===== src/rtl/sram_port_arbiter.sv =====
// Cycle-level arbiter sharing one single-port SRAM between the serial loader (l) and the CPU (c).
// Define SRAM_ARB_FIXED_PRI_EN to make the loader win every tie instead of round robin.
module sram_port_arbiter #(
    parameter int unsigned DATA_WIDTH = 8,
    parameter int unsigned ADDR_WIDTH = 9,
    parameter int unsigned STARVE_MAX = 15
) (
    input  logic                  clk,
    input  logic                  rst_n,
    input  logic                  l_req,
    input  logic                  l_we,
    input  logic                  l_lock,
    input  logic [ADDR_WIDTH-1:0] l_addr,
    input  logic [DATA_WIDTH-1:0] l_wdata,
    input  logic                  c_req,
    input  logic                  c_we,
    input  logic [ADDR_WIDTH-1:0] c_addr,
    input  logic [DATA_WIDTH-1:0] c_wdata,
    output logic                  l_gnt,
    output logic                  c_gnt,
    output logic                  l_rvalid,
    output logic                  c_rvalid,
    output logic [DATA_WIDTH-1:0] l_rdata,
    output logic [DATA_WIDTH-1:0] c_rdata,
    output logic                  sram_cen,
    output logic                  sram_wen,
    output logic [ADDR_WIDTH-1:0] sram_a,
    output logic [DATA_WIDTH-1:0] sram_d,
    input  logic [DATA_WIDTH-1:0] sram_q,
    output logic                  starved
);

    localparam logic [3:0] StarveMax = 4'(STARVE_MAX);

    logic                  lock_q, lock_d;
    logic [3:0]            starve_q, starve_d;
    logic                  rd_pend_l_q, rd_pend_c_q;
    logic [DATA_WIDTH-1:0] l_rdata_q, c_rdata_q;
    logic                  force_c;
    logic                  tie_to_l;

`ifndef SRAM_ARB_FIXED_PRI_EN
    typedef enum logic {OwnL, OwnC} owner_e;
    owner_e last_owner_q, last_owner_d;
`endif

    // Grant decision; the forced CPU grant outranks the loader's burst lock.
    always_comb begin
        force_c = rst_n && c_req && (starve_q == StarveMax);
`ifdef SRAM_ARB_FIXED_PRI_EN
        tie_to_l = 1'b1;
`else
        tie_to_l = (last_owner_q == OwnC);
`endif
        l_gnt = 1'b0;
        c_gnt = 1'b0;
        if (!rst_n) begin
            l_gnt = 1'b0;
            c_gnt = 1'b0;
        end else if (force_c) begin
            c_gnt = 1'b1;
        end else if (lock_q && l_req) begin
            l_gnt = 1'b1;
        end else if (l_req && c_req) begin
            l_gnt = tie_to_l;
            c_gnt = !tie_to_l;
        end else begin
            l_gnt = l_req;
            c_gnt = c_req;
        end
        starved = force_c;
    end

    always_comb begin
        sram_cen = !(l_gnt || c_gnt);
        sram_wen = 1'b1;
        sram_a   = '0;
        sram_d   = '0;
        if (l_gnt) begin
            sram_wen = !l_we;
            sram_a   = l_addr;
            sram_d   = l_wdata;
        end else if (c_gnt) begin
            sram_wen = !c_we;
            sram_a   = c_addr;
            sram_d   = c_wdata;
        end
    end

    always_comb begin
        lock_d = lock_q;
        if (l_gnt || c_gnt) begin
            lock_d = l_gnt && l_lock;
        end else if (!l_lock) begin
            lock_d = 1'b0;
        end
        starve_d = '0;
        if (c_req && !c_gnt) begin
            starve_d = (starve_q == StarveMax) ? starve_q : starve_q + 4'd1;
        end
`ifndef SRAM_ARB_FIXED_PRI_EN
        last_owner_d = last_owner_q;
        if (l_gnt) begin
            last_owner_d = OwnL;
        end else if (c_gnt) begin
            last_owner_d = OwnC;
        end
`endif
    end

    always_ff @(posedge clk or negedge rst_n) begin
        if (!rst_n) begin
            lock_q      <= 1'b0;
            starve_q    <= '0;
            rd_pend_l_q <= 1'b0;
            rd_pend_c_q <= 1'b0;
            l_rdata_q   <= '0;
            c_rdata_q   <= '0;
        end else begin
            lock_q      <= lock_d;
            starve_q    <= starve_d;
            rd_pend_l_q <= l_gnt && !l_we;
            rd_pend_c_q <= c_gnt && !c_we;
            if (rd_pend_l_q) begin
                l_rdata_q <= sram_q;
            end
            if (rd_pend_c_q) begin
                c_rdata_q <= sram_q;
            end
        end
    end

`ifndef SRAM_ARB_FIXED_PRI_EN
    // Loader wins the first tie after reset.
    always_ff @(posedge clk or negedge rst_n) begin
        if (!rst_n) begin
            last_owner_q <= OwnC;
        end else begin
            last_owner_q <= last_owner_d;
        end
    end
`endif

    // SRAM_Q is live in the cycle after the read; the register holds it afterwards.
    assign l_rvalid = rd_pend_l_q;
    assign c_rvalid = rd_pend_c_q;
    assign l_rdata  = rd_pend_l_q ? sram_q : l_rdata_q;
    assign c_rdata  = rd_pend_c_q ? sram_q : c_rdata_q;

endmodule


===== config.mk =====
export PLATFORM = sky130hd
export DESIGN_NAME = sram_port_arbiter
export DESIGN_NICKNAME = d
export VERILOG_FILES = /design/src/rtl/sram_port_arbiter.sv
export SDC_FILE = /design/constraint.sdc
export NUM_CORES = 1
export LEC_CHECK = 0
export CAP_MARGIN = 15
export CORE_ASPECT_RATIO = 0.8
export CORE_MARGIN = 2
export CORE_UTILIZATION = 35
export CTS_CLUSTER_SIZE = 10
export DETAILED_ROUTE_END_ITERATION = 16
export PLACE_DENSITY = 0.74
export SYNTH_ARGS = -nofsm -noshare
export SYNTH_HDL_FRONTEND = slang
export SYNTH_SLANG_ARGS = --single-unit
export TNS_END_PERCENT = 50

===== constraint.sdc =====
create_clock -name clk -period 2.4 [get_ports clk]
set_clock_uncertainty 0.1 [all_clocks]
set_input_delay 0.24 -clock clk [delete_from_list [all_inputs] [get_ports clk]]
set_output_delay 0.24 -clock clk [all_outputs]
set_load 0.1 [all_outputs]

==> results of run 1 <==
## what timing repair did
| item | 4_1_cts | 5_1_grt |
|---|---|---|
| buffers inserted | 0 | 0 |
| gates resized for setup | 0 | 2 |
| endpoints found under the setup margin | 0 | 5 |
## synthesized netlist by cell type, types with 2 or more instances
| master | n |
|---|---|
| dfrtp_1 | 23 |
| inv_1 | 20 |
| nand4_1 | 17 |
| o2111ai_1 | 17 |
| o211ai_1 | 17 |
| mux2_2 | 16 |
| clkbuf_1 | 6 |
| nor2_1 | 6 |
| o21ai_0 | 6 |
| buf_2 | 5 |
| nand2_1 | 4 |
| buf_6 | 3 |
| and2_1 | 2 |
| and3_1 | 2 |
| nand2b_1 | 2 |
| nand3_1 | 2 |
## worst max path at each step
| stage | slack (ns) | cells after the start | start | end |
|---|---|---|---|---|
| after detailed placement | 0.19 | 6 | c_req | sram_a[5] |
| after global placement | 0.21 | 5 | c_req | sram_wen |
| after global routing | 0.03 | 6 | starve_q[0] | sram_wen |
| after floorplan | -0.49 | 5 | starve_q[0] | sram_a[0] |
| final | 0.14 | 6 | starve_q[0] | sram_wen |
| after CTS | 0.12 | 6 | starve_q[0] | sram_wen |
## area by class of cell
type,instances,area (um^2),area share (%)
flip-flops and latches,24,603,20.9
clock inverters,1,30.0,1.04
repair buffers,100,1200,41.5
clock buffers,3,41.3,1.43
well taps,57,71.3,2.48
multi-input cells,108,862,29.9
inverters,20,75.1,2.61
## worst max-delay path, cell delays in order, from the launching register on
cell and delay [ns]:
dfrtp_2 0.46, ha_4 0.19, nand3_1 0.13, buf_4 0.20
nand2b_1 0.17, a32oi_4 0.29, buf_12 0.20
## stage by stage
stage          hold slack (ns)  util [%]  cells  total power, mW
5_1_grt                  0.310      67.6    313             2.31
6_report                 0.306      67.6    313             2.22
3_5_place_dp             0.389      65.7    309             1.89
4_1_cts                  0.298      67.4    313             2.23
2_1_floorplan           -0.156         -    167             1.48
3_3_place_gp             0.379      65.7    309             1.87
## state kept, by name, summed over array words and instances, names as in the netlist
register      flops
c_rdata_q         8
l_rdata_q         8
starve_q          4
c_rvalid          1
l_rvalid          1
last_owner_q      1
lock_q            1
## per-layer routing
| metal | vias up | track usage [%] | wire length [um] |
|---|---|---|---|
| met5 | - | 0 | 0 |
| met4 | 0 | 2.59 | 16 |
| met3 | 2 | 7.63 | 418 |
| met2 | 59 | 33.2 | 2340 |
| met1 | 807 | 23.4 | 1990 |
| li1 | 830 | - | - |
## logic make-up after synthesis
group | count (synthesis) | synth area share, %
XOR/XNOR | 1 | 0.555
AND/OR/NAND/NOR | 40 | 14.3
adder cells (fa/ha/maj) | 1 | 0.792
multiplexers | 17 | 12.0
buffers and inverters | 35 | 10.4
flip-flops | 24 | 38.1
AO/OA/AOI/OAI | 49 | 23.8
## power by group
part | switching, mW | internal (mW)
clock | 0.119 | 0.223
sequential | 0.0327 | 0.482
combinational | 0.966 | 0.399
==> metrics.md, run 1 <==
| Metric | Value |
|---|---|
| Final worst setup slack | 0.145 ns |
| Worst slack at placement | 0.190 ns |
| Leakage | 1.18 nW |
| Fin area | 2880 um^2 |
| DR iter-0 viols | 68 |
| Crit Path Class | reg2out |
| Final wirelength | 4.76 mm |
| Die height | 64.1 um |
| Crit path DAT | 1.92 ns |
| # diodes | 0 |
| Largest net degree at the start of global routing | 37 |
| Crit-path max FO | 11 |
| Critical Path Sink Type | output port |
| Crit path required time | 2.06 ns |
| Post-synthesis sequential area ratio | 38.1% |
| Routed vias | 1698 |
| Hold/Removal Path Class | in2async |
| DIE AREA | 5070 um^2 |
| Flop and latch count out of synthesis | 24 |
| IO Count | 89 |
| Slew of the pin with the lowest slew margin | 0.510 ns |
| Htree depth | 1 |
| Initial Util | 37.1% |
| Slew headroom | 65.7% |
| HPWL Detailed | 3.71 mm |
| GRT overflow | 0 |
| Reg clk slew, reported paths | 0.08 ns |
| Antenna Violating Nets Remaining | 0 |
| First-pass DRT Iterations | 4 |
| Total GRT Usage | 19.3% |
| Port buffer count | 88 |
| Core area | 4260 um^2 |
| Hold Buf Count CTS | 0 |
| Max Cap Viol | 0 |
| Fin. Hold Viols | 0 |
| Residual DRC count | 0 |
| Fin crit period | 2.26 ns |
| Vias per inst | 5.42 |
| Clk buf depth | 2 |
| Vias in the first global route | 1712 |
| Top-area cell type share of the netlist area | 36.5% |
| Row count | 21 |
| Slew Limit Fails | 0 |
| CTS Sinks | 24 |
| TritonCTS clock tree | yes |
| Final setup viols | 0 |
| CTS root buf | clkbuf_8 |
| YS warnings | 0 |
| Main synth FF type | dfrtp_1 |
| Largest area contributor in the netlist | dfrtp_1 |
| Most frequent cells in the layout | clkdlybuf4s50_1, buf_12, buf_4 |
| Placed inst area | 2800 um^2 |
| Commonest non-fill, non-tap cell in the layout | clkdlybuf4s50_1 |
| Layout cells sized above 1 | 31.3% |
| FFs w/ async S/R, synth | 100% |
| Final net count | 307 |
| First-pass GRT wire length | 7.89 mm |
| Antenna violations before repair | 0 |
| Synth-to-Final Area Change | 82.3% |
| P per Cell Area | 771 nW/um^2 |
| Synth Instances | 167 |
| Net count after synthesis | 217 |
| RSZ-0062 raised after global routing | no |
| Total CTS buffers | 3 |
| R2R Path Start | starve_q[0] |
| Reg2reg setup slack | 0.62 ns |
| Outcome | completed |
| Area contributors post-synth | dfrtp_1, mux2_2, o2111ai_1, o211ai_1, nand4_1 |
| Period utilization | 94.0% |
| RR Endpoint | starve_q[3] |
| Maximum VDD drop | 549 uV |
| CP Launch Type | flop |
| Mapped Area | 1580 um^2 |
| Post-synth EDFFs | 0 |
| Die width | 79.1 um |
| Max Freq | 443 MHz |
| Syn avg cell area | 9.46 um^2 |
| Worst Reg-to-Reg Cells | 5 |
| Fillers | 325 |
| Clock Latency Late Sink | 0.26 ns |
| DR WL/cell | 15.2 um |
| TNS Setup | 0 ns |
| Final Wtd Congestion | 0.812 |
| Distinct cells, synth | 35 |
Power figures use the tool's default switching activity.
==> run 2, diff against run 1 <==
--- a/config.mk
+++ b/config.mk
@@ -6,7 +6,7 @@
 export NUM_CORES = 1
 export LEC_CHECK = 0
 export CAP_MARGIN = 15
-export CORE_ASPECT_RATIO = 0.8
+export CORE_ASPECT_RATIO = 1.1
 export CORE_MARGIN = 2
 export CORE_UTILIZATION = 35
 export CTS_CLUSTER_SIZE = 10
==> metrics.md, run 2 (same netlist as run 1, synthesis figures left out) <==
| Metric | Value |
|---|---|
| Final worst setup slack | 0.177 ns |
| Antenna Violating Nets Remaining | 0 |
| Crit-path cells | ha_2 -> nand3_1 -> or3_1 -> a32oi_4 -> buf_12 |
| Maximum VDD drop | 316 uV |
| Hold/Removal Path Class | reg2reg |
| Routed vias | 1685 |
| Core area | 4320 um^2 |
| Synth-to-Final Area Change | 77.7% |
| Vias in the first global route | 1619 |
| Max Cap Viol | 0 |
| Die height | 74.4 um |
| IO Count | 89 |
| Leakage | 1.15 nW |
| # diodes | 0 |
| TritonCTS clock tree | yes |
| HPWL Detailed | 3.58 mm |
| Most frequent cells in the layout | clkdlybuf4s50_1, buf_4, buf_12 |
| Total GRT Usage | 18.3% |
| DIE AREA | 5070 um^2 |
| Residual DRC count | 0 |
| Die width | 68.0 um |
| Crit path required time | 2.06 ns |
| P per Cell Area | 744 nW/um^2 |
| Slew of the pin with the lowest slew margin | 0.447 ns |
| Slew headroom | 69.9% |
| Outcome | completed |
| Vias per inst | 5.45 |
| Setup bufs post-CTS | 0 |
| Clock Latency Late Sink | 0.25 ns |
| Period utilization | 92.6% |
| First-pass DRT Iterations | 4 |
| Inst Count DP | 305 |
| Row count | 25 |
| DR WL/cell | 14.8 um |
| Slew Limit Fails | 0 |
| Final net count | 306 |
| First-pass GRT wire length | 7.29 mm |
| Port buffer count | 88 |
| Layout cells sized above 1 | 30.6% |
| DR iter-0 viols | 85 |
| CTS root buf | clkbuf_8 |
| Finished Layout Cells | 309 |
| Final Wtd Congestion | 0.774 |
| Crit Path Class | reg2out |
| Fin crit period | 2.22 ns |
| RSZ-0062 raised after global routing | no |
| Htree depth | 1 |
| Worst slack at placement | 0.215 ns |
| Crit-path max FO | 5 |
| Largest net degree at the start of global routing | 36 |
| Antenna violations before repair | 0 |
| GRT overflow | 0 |
| Critical Path Sink Type | output port |
| Reg clk slew, reported paths | 0.07 ns |
| Fin. Hold Viols | 0 |
| Crit-path max cell delay | 0.41 ns |
| Final setup viols | 0 |
| Final wirelength | 4.57 mm |
| CP Launch Type | flop |
| Clk buf depth | 2 |
| Crit path DAT | 1.88 ns |
| Slowest-stage cell, CP | dfrtp_1 |
| Initial Util | 36.6% |
| Biggest regs | c_rdata_q x8, l_rdata_q x8, starve_q x4 |
| Max Freq | 450 MHz |
| WHS | 0.399 ns |
| Final core utilization | 65.0% |
| Total CTS buffers | 3 |
| Commonest non-fill, non-tap cell in the layout | clkdlybuf4s50_1 |
| CTS Sinks | 24 |
## run 2: cell type report
type,instances,area [um^2]
Fill cell,357,1510
Inverter,20,75.1
Multi-Input combinational cell,108,852
Sequential cell,24,603
Timing Repair Buffer,99,1160
Tap cell,54,67.6
Clock buffer,4,45.0
## run 2: path summary, 6_finish.rpt
check	end	cells past startpoint	from	slack [ns]
min reg2reg	l_rdata_q[0]	1	l_rdata_q[0]	0.40
max	sram_wen	5	starve_q[1]	0.18
max reg2reg	starve_q[3]	3	last_owner_q	0.72
min	l_rdata_q[0]	1	l_rdata_q[0]	0.40
min in group asynchronous	l_rdata_q[1]	2	rst_n	0.42
max in group asynchronous	last_owner_q	2	rst_n	1.50
## run 2: critical path: cells and delay by family (launching register included)
family | cells | cell delay (ns)
buf+inv | 1 | 0.21
simple gates | 2 | 0.56
compound gates | 1 | 0.20
fa+ha+maj | 1 | 0.25
flops | 1 | 0.41
## run 2: per-stage QoR
step | TNS, ns | total power, mW | cell area, um^2
final | 0 | 2.09 | 2810
after global placement | 0 | 1.86 | 2760
after global routing | 0 | 2.18 | 2810
after floorplan | -7.50 | 1.48 | 1620
after CTS | 0 | 2.10 | 2810
after detailed placement | 0 | 1.88 | 2760
## run 2: timing repair
action                                  in CTS  in global routing
endpoints found under the setup margin       0                  1
resized for setup                            0                  1
hold buffers                                 0                  0
## run 2: per-layer routing
metal / track usage (%) / vias to the layer above / routed length, um
met5: 0 / - / 0
met4: 4.22 / 0 / 26
met3: 7.11 / 4 / 581
met2: 29.9 / 80 / 2150
met1: 22.9 / 778 / 1820
li1: - / 823 / -
## run 2: power breakdown
part,internal [mW],switching [mW],leakage (nW)
clock network,0.118,0.108,0.0228
logic,0.389,0.961,0.833
registers,0.482,0.0306,0.294
total,0.990,1.10,1.15
